<file path="config.mk">
export PLATFORM = sky130hd
export DESIGN_NAME = booth_multiplier
export DESIGN_NICKNAME = d
export VERILOG_FILES = /design/src/rtl/booth_multiplier.sv
export SDC_FILE = /design/constraint.sdc
export NUM_CORES = 1
export LEC_CHECK = 0
export CAP_MARGIN = 20
export CORE_UTILIZATION = 40
export CTS_CLUSTER_DIAMETER = 100
export CTS_CLUSTER_SIZE = 10
export DETAILED_ROUTE_END_ITERATION = 6
export PLACE_DENSITY = 0.59
export RECOVER_POWER = 100
export SETUP_SLACK_MARGIN = 0.5
export SYNTH_ARGS = -nofsm -noshare
export SYNTH_HDL_FRONTEND = slang
export SYNTH_SLANG_ARGS = --single-unit
</file>
<file path="constraint.sdc">
create_clock -name clock -period 4.8 [get_ports clock]
set_clock_uncertainty 0.15 [all_clocks]
set_input_delay 0.48 -clock clock [delete_from_list [all_inputs] [get_ports clock]]
set_output_delay 0.48 -clock clock [all_outputs]
set_load 0.03 [all_outputs]
</file>
<file path="src/rtl/booth_multiplier.sv">
// booth_multiplier: iterative radix-2 Booth signed 32x32 multiplier.
// Produces the low 32 bits of the product and a signed-overflow flag.
// The operation takes 32 shift/add iterations. Completion is marked by a one-cycle ready pulse.
//
// Ports:
//   clock           sole clock, rising edge
//   reset           asynchronous, active-high
//   ctrl_MULT       start pulse; operands are sampled on the same edge
//   data_operandA   multiplicand M, two's complement
//   data_operandB   multiplier Q, two's complement
//   data_result     low word of the product (registered)
//   data_exception  product does not fit in signed 32 bits (registered)
//   data_resultRDY  one-cycle completion pulse (registered)
//
// Optional feature macro: BOOTH_MULT_OVF_EN.
// Define it to enable overflow detection. Left undefined, data_exception is constant 0.
module booth_multiplier (
    input  logic        clock,
    input  logic        reset,
    input  logic        ctrl_MULT,
    input  logic [31:0] data_operandA,
    input  logic [31:0] data_operandB,
    output logic [31:0] data_result,
    output logic        data_exception,
    output logic        data_resultRDY
);

    localparam int unsigned W  = 32;
    localparam int unsigned AW = W + 1;
    localparam int unsigned CW = 6;

    typedef enum logic [1:0] {
        IDLE = 2'd0,
        RUN  = 2'd1,
        DONE = 2'd2
    } state_e;

    state_e          state_q, state_d;
    logic [AW-1:0]   a_q, a_d;
    logic [W-1:0]    q_q, q_d;
    logic            q1_q, q1_d;
    logic [AW-1:0]   m_q, m_d;
    logic [CW-1:0]   cnt_q, cnt_d;
    logic [W-1:0]    result_d;
    logic            exc_d;
    logic            rdy_d;

    logic [AW-1:0]   sum_c;
    logic [AW-1:0]   a_sh_c;
    logic [W-1:0]    q_sh_c;
    logic            ovf_c;
    logic            last_iter_c;

    // One Booth iteration: add/subtract, then arithmetic shift of {A,Q,q_1}.
    always_comb begin
        sum_c = a_q;
        if (q_q[0] == 1'b0 && q1_q == 1'b1) begin
            sum_c = a_q + m_q;
        end else if (q_q[0] == 1'b1 && q1_q == 1'b0) begin
            sum_c = a_q - m_q;
        end
        a_sh_c = {sum_c[AW-1], sum_c[AW-1:1]};
        q_sh_c = {sum_c[0], q_q[W-1:1]};
    end

    // Overflow: the high product word must be the sign extension of the low word.
`ifdef BOOTH_MULT_OVF_EN
    assign ovf_c = (a_sh_c[W-1:0] != {W{q_sh_c[W-1]}});
`else
    assign ovf_c = 1'b0;
`endif

    // The final iteration runs when cnt_q is 31; that edge enters DONE.
    assign last_iter_c = (state_q == RUN) && (cnt_q == CW'(W - 1));

    // State register
    always_ff @(posedge clock or posedge reset) begin
        if (reset) begin
            state_q <= IDLE;
        end else begin
            state_q <= state_d;
        end
    end

    // Next-state logic; a start pulse overrides every state, including the DONE entry.
    always_comb begin
        state_d = state_q;
        if (ctrl_MULT) begin
            state_d = RUN;
        end else begin
            case (state_q)
                IDLE:    state_d = IDLE;
                RUN:     state_d = last_iter_c ? DONE : RUN;
                DONE:    state_d = IDLE;
                default: state_d = IDLE;
            endcase
        end
    end

    // Next values for the datapath and the registered outputs
    always_comb begin
        a_d      = a_q;
        q_d      = q_q;
        q1_d     = q1_q;
        m_d      = m_q;
        cnt_d    = cnt_q;
        result_d = data_result;
        exc_d    = data_exception;
        rdy_d    = 1'b0;
        if (ctrl_MULT) begin
            a_d   = '0;
            q_d   = data_operandB;
            q1_d  = 1'b0;
            m_d   = {data_operandA[W-1], data_operandA};
            cnt_d = '0;
        end else if (state_q == RUN) begin
            a_d   = a_sh_c;
            q_d   = q_sh_c;
            q1_d  = q_q[0];
            cnt_d = cnt_q + CW'(1);
            if (last_iter_c) begin
                result_d = q_sh_c;
                exc_d    = ovf_c;
                rdy_d    = 1'b1;
            end
        end
    end

    // Datapath and output registers
    always_ff @(posedge clock or posedge reset) begin
        if (reset) begin
            a_q            <= '0;
            q_q            <= '0;
            q1_q           <= 1'b0;
            m_q            <= '0;
            cnt_q          <= '0;
            data_result    <= '0;
            data_exception <= 1'b0;
            data_resultRDY <= 1'b0;
        end else begin
            a_q            <= a_d;
            q_q            <= q_d;
            q1_q           <= q1_d;
            m_q            <= m_d;
            cnt_q          <= cnt_d;
            data_result    <= result_d;
            data_exception <= exc_d;
            data_resultRDY <= rdy_d;
        end
    end

endmodule

</file>
Word level (Yosys, flattened, before mapping) --
Index checks and enable logic that the tools add are counted.
Word-level totals: flip-flop bits (word level) 139, bits of input ports 67
Cells by class: $add $sub $neg 3, eq/ne operators 2, multiplexer cells 16, bitwise gates (word level) 3, reduce and logical (&&, ||, !) cells 5
Operators with widths (count):
- $mux W33 | 4
- $mux W32 | 2
- $add A33 B33 Y33 | 1
- $sub A33 B33 Y33 | 1
- $mux W6 | 2
- $add A6 B1 Y6 const B | 1
- $eq A6 B5 Y1 const B | 1
- $mux W2 | 3
- $mux W1 | 5
- $logic_and A1 B1 Y1 | 3
- $not A1 Y1 | 3
- $reduce_and A3 Y1 | 1
- $eq A2 B1 Y1 const B | 1
- $reduce_bool A2 Y1 | 1

Longest topological paths before layout --
depth after elaboration 6, depth in mapped cells 12

Worst setup path after synthesis --
OpenSTA, ideal clock, no wires.
kind reg-to-reg, start point register a_q[2], end point register a_q[26], arrival time 2.719 ns, path slack 1.809 ns, cell stages (with the launch flop) 11, path buffers 1, clock period less this slack 2.991 ns, path through dfrtp_1 ha_1 clkbuf_2 or3_1 o21ai_2 a31oi_4 o21ai_1 a31oi_1 or3_1 a311o_1 a32o_1
Between the ends: longest elaborated chain between the ends 5, elaborated cells on any way between the ends 6
Ends and longest elaborated chain:
- start: declaration | line 39 | logic [AW-1:0] a_q, a_d;
- start signal: assignment | line 132 | a_q <= '0;
- start signal: assignment | line 141 | a_q <= a_d;
- $sub A33 B33 Y33 | line 60 | sum_c = a_q - m_q;
- $mux W33 | line 59 | end else if (q_q[0] == 1'b1 && q1_q == 1'b0) begin
- $mux W33 (*) | line 57 | if (q_q[0] == 1'b0 && q1_q == 1'b1) begin
- $mux W33 (*) | line 116 | end else if (state_q == RUN) begin
- $mux W33 (*) | line 110 | if (ctrl_MULT) begin
Every way passes the cells marked *; elsewhere a longest branch is shown, timed or not. The select of a mux whose other input is x is not followed. A chain may end at the register's enable or synchronous reset.

Final worst setup path --
start point register a_q[4], end point register a_q[26]
Same word-level chain as after synthesis.

==> impl_metrics.toml <==
[setup_path]
cp-start-kind = "flop"
r2r-end = "a_q[26]$_DFFE_PP0P_"
timing.rr.start = "a_q[4]$_DFFE_PP0P_"
arrival_ns = 4.32
endpoint_kind = "flop"
crit_required_ns = 4.97
path_max_fanout = 8
startpoint = "a_q[4]$_DFFE_PP0P_"
crit_type = "flop to flop"
reg2reg_depth = 10
rrSetupSlack_ns = 0.65
crit_end = "a_q[26]$_DFFE_PP0P_"

[sta]
slew_violations = 220
max_clock_freq_mhz = 241.0
worst-slew-pin-transition_ns = 3.120
rsz0062_at_grt = "false"
maxSlewHeadroom_pct = -109.1
tns_ns = 0
setup_violations = 0
period_share_pct = 86.46
finalCriticalPeriod_ns = 4.150
hold_viol = 0

[synth]
synth_edf_count = 0
ys_types = 68
synth_cells = 1096
synth-seq-area-share_pct = 35.99
ys_ff_latch = 137
syn_area_um2 = 9527
synth-async-reset-ratio_pct = 100.0
synthFlopType = "dfrtp_1"
synth_area_per_cell_um2 = 8.692
syn_nets = 1230
yosysWarnings = 0

[die]
rows = 56
core_region_area_um2 = 23400
die_w_um = 156.3
floorplan.initialDensity_pct = 40.71
die-area_um2 = 24440
dieHeight_um = 156.3
io_pins = 101

[job]
maxCapViolCount = 3

[finish]
n_antenna_cell = 0
drive_above_1_share_pct = 7.639
nets = 1286
n_fill_cell = 2297
design_area_um2 = 11290
multiInputGateArea_um2 = 5508
syn_to_final_growth_pct = 18.51
final-seq-area_um2 = 3428

[status]
outcome = "finished with violations"
violations = "capacitance limit, slew limit"

[placement]
gp_congestion = 0.9343
place_hpwl_mm = 18.44
placed_area_um2 = 10710
io_buffers = 99

[clock_network]
cts_max_path_buffers = 2
clock_sinks = 137
cts_made_buffers = 17
post_cts_buffers = 0
clk_latency_ns = 0.44
clockRootBuffer = "clkbuf_16"
cts_resized = 0
hold_buffers = 0
path_clk_slew_ns = 0.07
cts_tree = "done"
htree_num_levels = 4

[routing]
vias_per_cell = 5.575
wire_per_inst_um = 18.01
dr.pass1.iters = 5
vias = 8273
drtIter0Drc = 713
drtAntennaViolNets = 0
drc_errors = 0
drt_wl_total_mm = 26.72

[pwr]
leakage_nw = 5.279
power.density_nw_per_um2 = 384.2
ir_drop_v = 0.0002133

[global_route]
grt_util_all_layers_pct = 22.97
antenna_found_initial = 0
grt_overflow_total = 0
grt_max_degree = 106
first_global_vias = 8130
grt_pass1_wl_mm = 43.71

[hold_path]
hold_path.class = "flop to flop"
[power breakdown]
part,internal (mW),switching (mW)
Combinational,0.633,0.944
Sequential,1.26,0.119
Clock,0.715,0.666
[worst max-delay path: stages (launching register included)]
cell	delay, ns
dfrtp_1	0.41
ha_1	0.46
inv_1	0.13
a221oi_1	0.29
o21ai_0	0.29
a31oi_1	0.70
o21ai_0	0.36
a31oi_1	0.46
o21ai_0	0.16
a311o_1	0.37
a32o_1	0.25
[logic make-up after synthesis]
kind of cell / Yosys count / share of synthesized area [%]
AO/OA/AOI/OAI: 331 / 22.34
AND/OR/NAND/NOR: 297 / 14.14
buffers and inverters: 140 / 5.792
flip-flops: 137 / 35.99
multiplexers: 75 / 8.327
adder cells (fa/ha/maj): 67 / 8.957
XOR/XNOR: 48 / 4.413
other: 1 / 0.03936
[worst min-delay path by stage]
| stage | startpoint | to | depth (start not counted) | slack, ns |
|---|---|---|---|---|
| global placement | data_result[0]$_DFFE_PP0P_ | data_result[0]$_DFFE_PP0P_ | 1 | 0.34 |
| floorplan | a_q[16]$_DFFE_PP0P_ | a_q[16]$_DFFE_PP0P_ | 2 | 0.35 |
| finish | data_result[30]$_DFFE_PP0P_ | data_result[30]$_DFFE_PP0P_ | 1 | 0.35 |
| detailed placement | data_result[0]$_DFFE_PP0P_ | data_result[0]$_DFFE_PP0P_ | 1 | 0.35 |
| CTS | ctrl_MULT | a_q[0]$_DFFE_PP0P_ | 2 | 0.32 |
| global route | data_result[17]$_DFFE_PP0P_ | data_result[17]$_DFFE_PP0P_ | 1 | 0.37 |
[Yosys cell counts (all sizes together), types with 11 or more instances]
| cell type | number | area [µm²] |
|---|---|---|
| a21oi | 80 | 404.1 |
| nand2 | 112 | 420.4 |
| nor2b | 15 | 93.84 |
| nor3 | 21 | 105.1 |
| o31ai | 12 | 103.9 |
| xor2 | 11 | 96.34 |
| mux2 | 34 | 382.9 |
| xnor2 | 37 | 324.1 |
| a21o | 12 | 90.09 |
| inv | 64 | 240.2 |
| clkbuf | 57 | 215.2 |
| o21ai | 119 | 614.3 |
| nor2 | 80 | 300.3 |
| or3 | 11 | 68.82 |
| nand4 | 12 | 75.07 |
| nand2b | 12 | 75.07 |
| dfrtp | 137 | 3428 |
| buf | 19 | 96.34 |
| ha | 65 | 813.3 |
| mux2i | 41 | 410.4 |
[metrics by stage]
stage | hold slack (ns) | util [%] | setup WS [ns] | power [mW] | std cells
after detailed placement | 0.3450 | 45.78 | 1.261 | 2.970 | 1451
after global routing | 0.3730 | 48.24 | 0.5506 | 4.604 | 1484
after floorplan | 0.3498 | - | 0.5022 | 2.567 | 1096
final | 0.3536 | 48.24 | 0.6499 | 4.337 | 1484
after CTS | 0.3199 | 48.41 | 1.244 | 4.364 | 1483
after global placement | 0.3413 | 45.78 | 1.326 | 2.974 | 1451
[area by class of cell]
cell class | count | area share (%)
Multi-Input combinational cell | 819 | 48.79
Sequential cell | 137 | 30.37
Timing Repair Buffer | 113 | 9.708
Clock buffer | 17 | 3.768
Tap cell | 319 | 3.535
Inverter | 64 | 2.139
Clock inverter | 15 | 1.696
[cell usage in the layout (no fill, tap or decap), types with 37 or more instances in the layout]
cell,n
a21oi_1,80
clkdlybuf4s50_1,64
dfrtp_1,137
ha_1,65
inv_1,63
mux2i_1,41
nand2_1,112
nor2_1,80
o21ai_0,117
xnor2_1,37
[routing by layer]
metal,global-route usage [%],vias up,part of all wire (%)
li1,-,4005,-
met1,31.96,3949,47
met2,35.97,291,46
met3,4.292,28,6.3
met4,7.049,0,1.2
met5,0,-,0
[sequential cells by signal, summed over array words and instances, names as in the netlist]
signal and cells:
q_q 32, data_result 32, m_q 32, a_q 32, data_resultRDY 1, state_q 1, q1_q 1, cnt_q 6
Note: power is estimated with default switching activity, not from simulation.
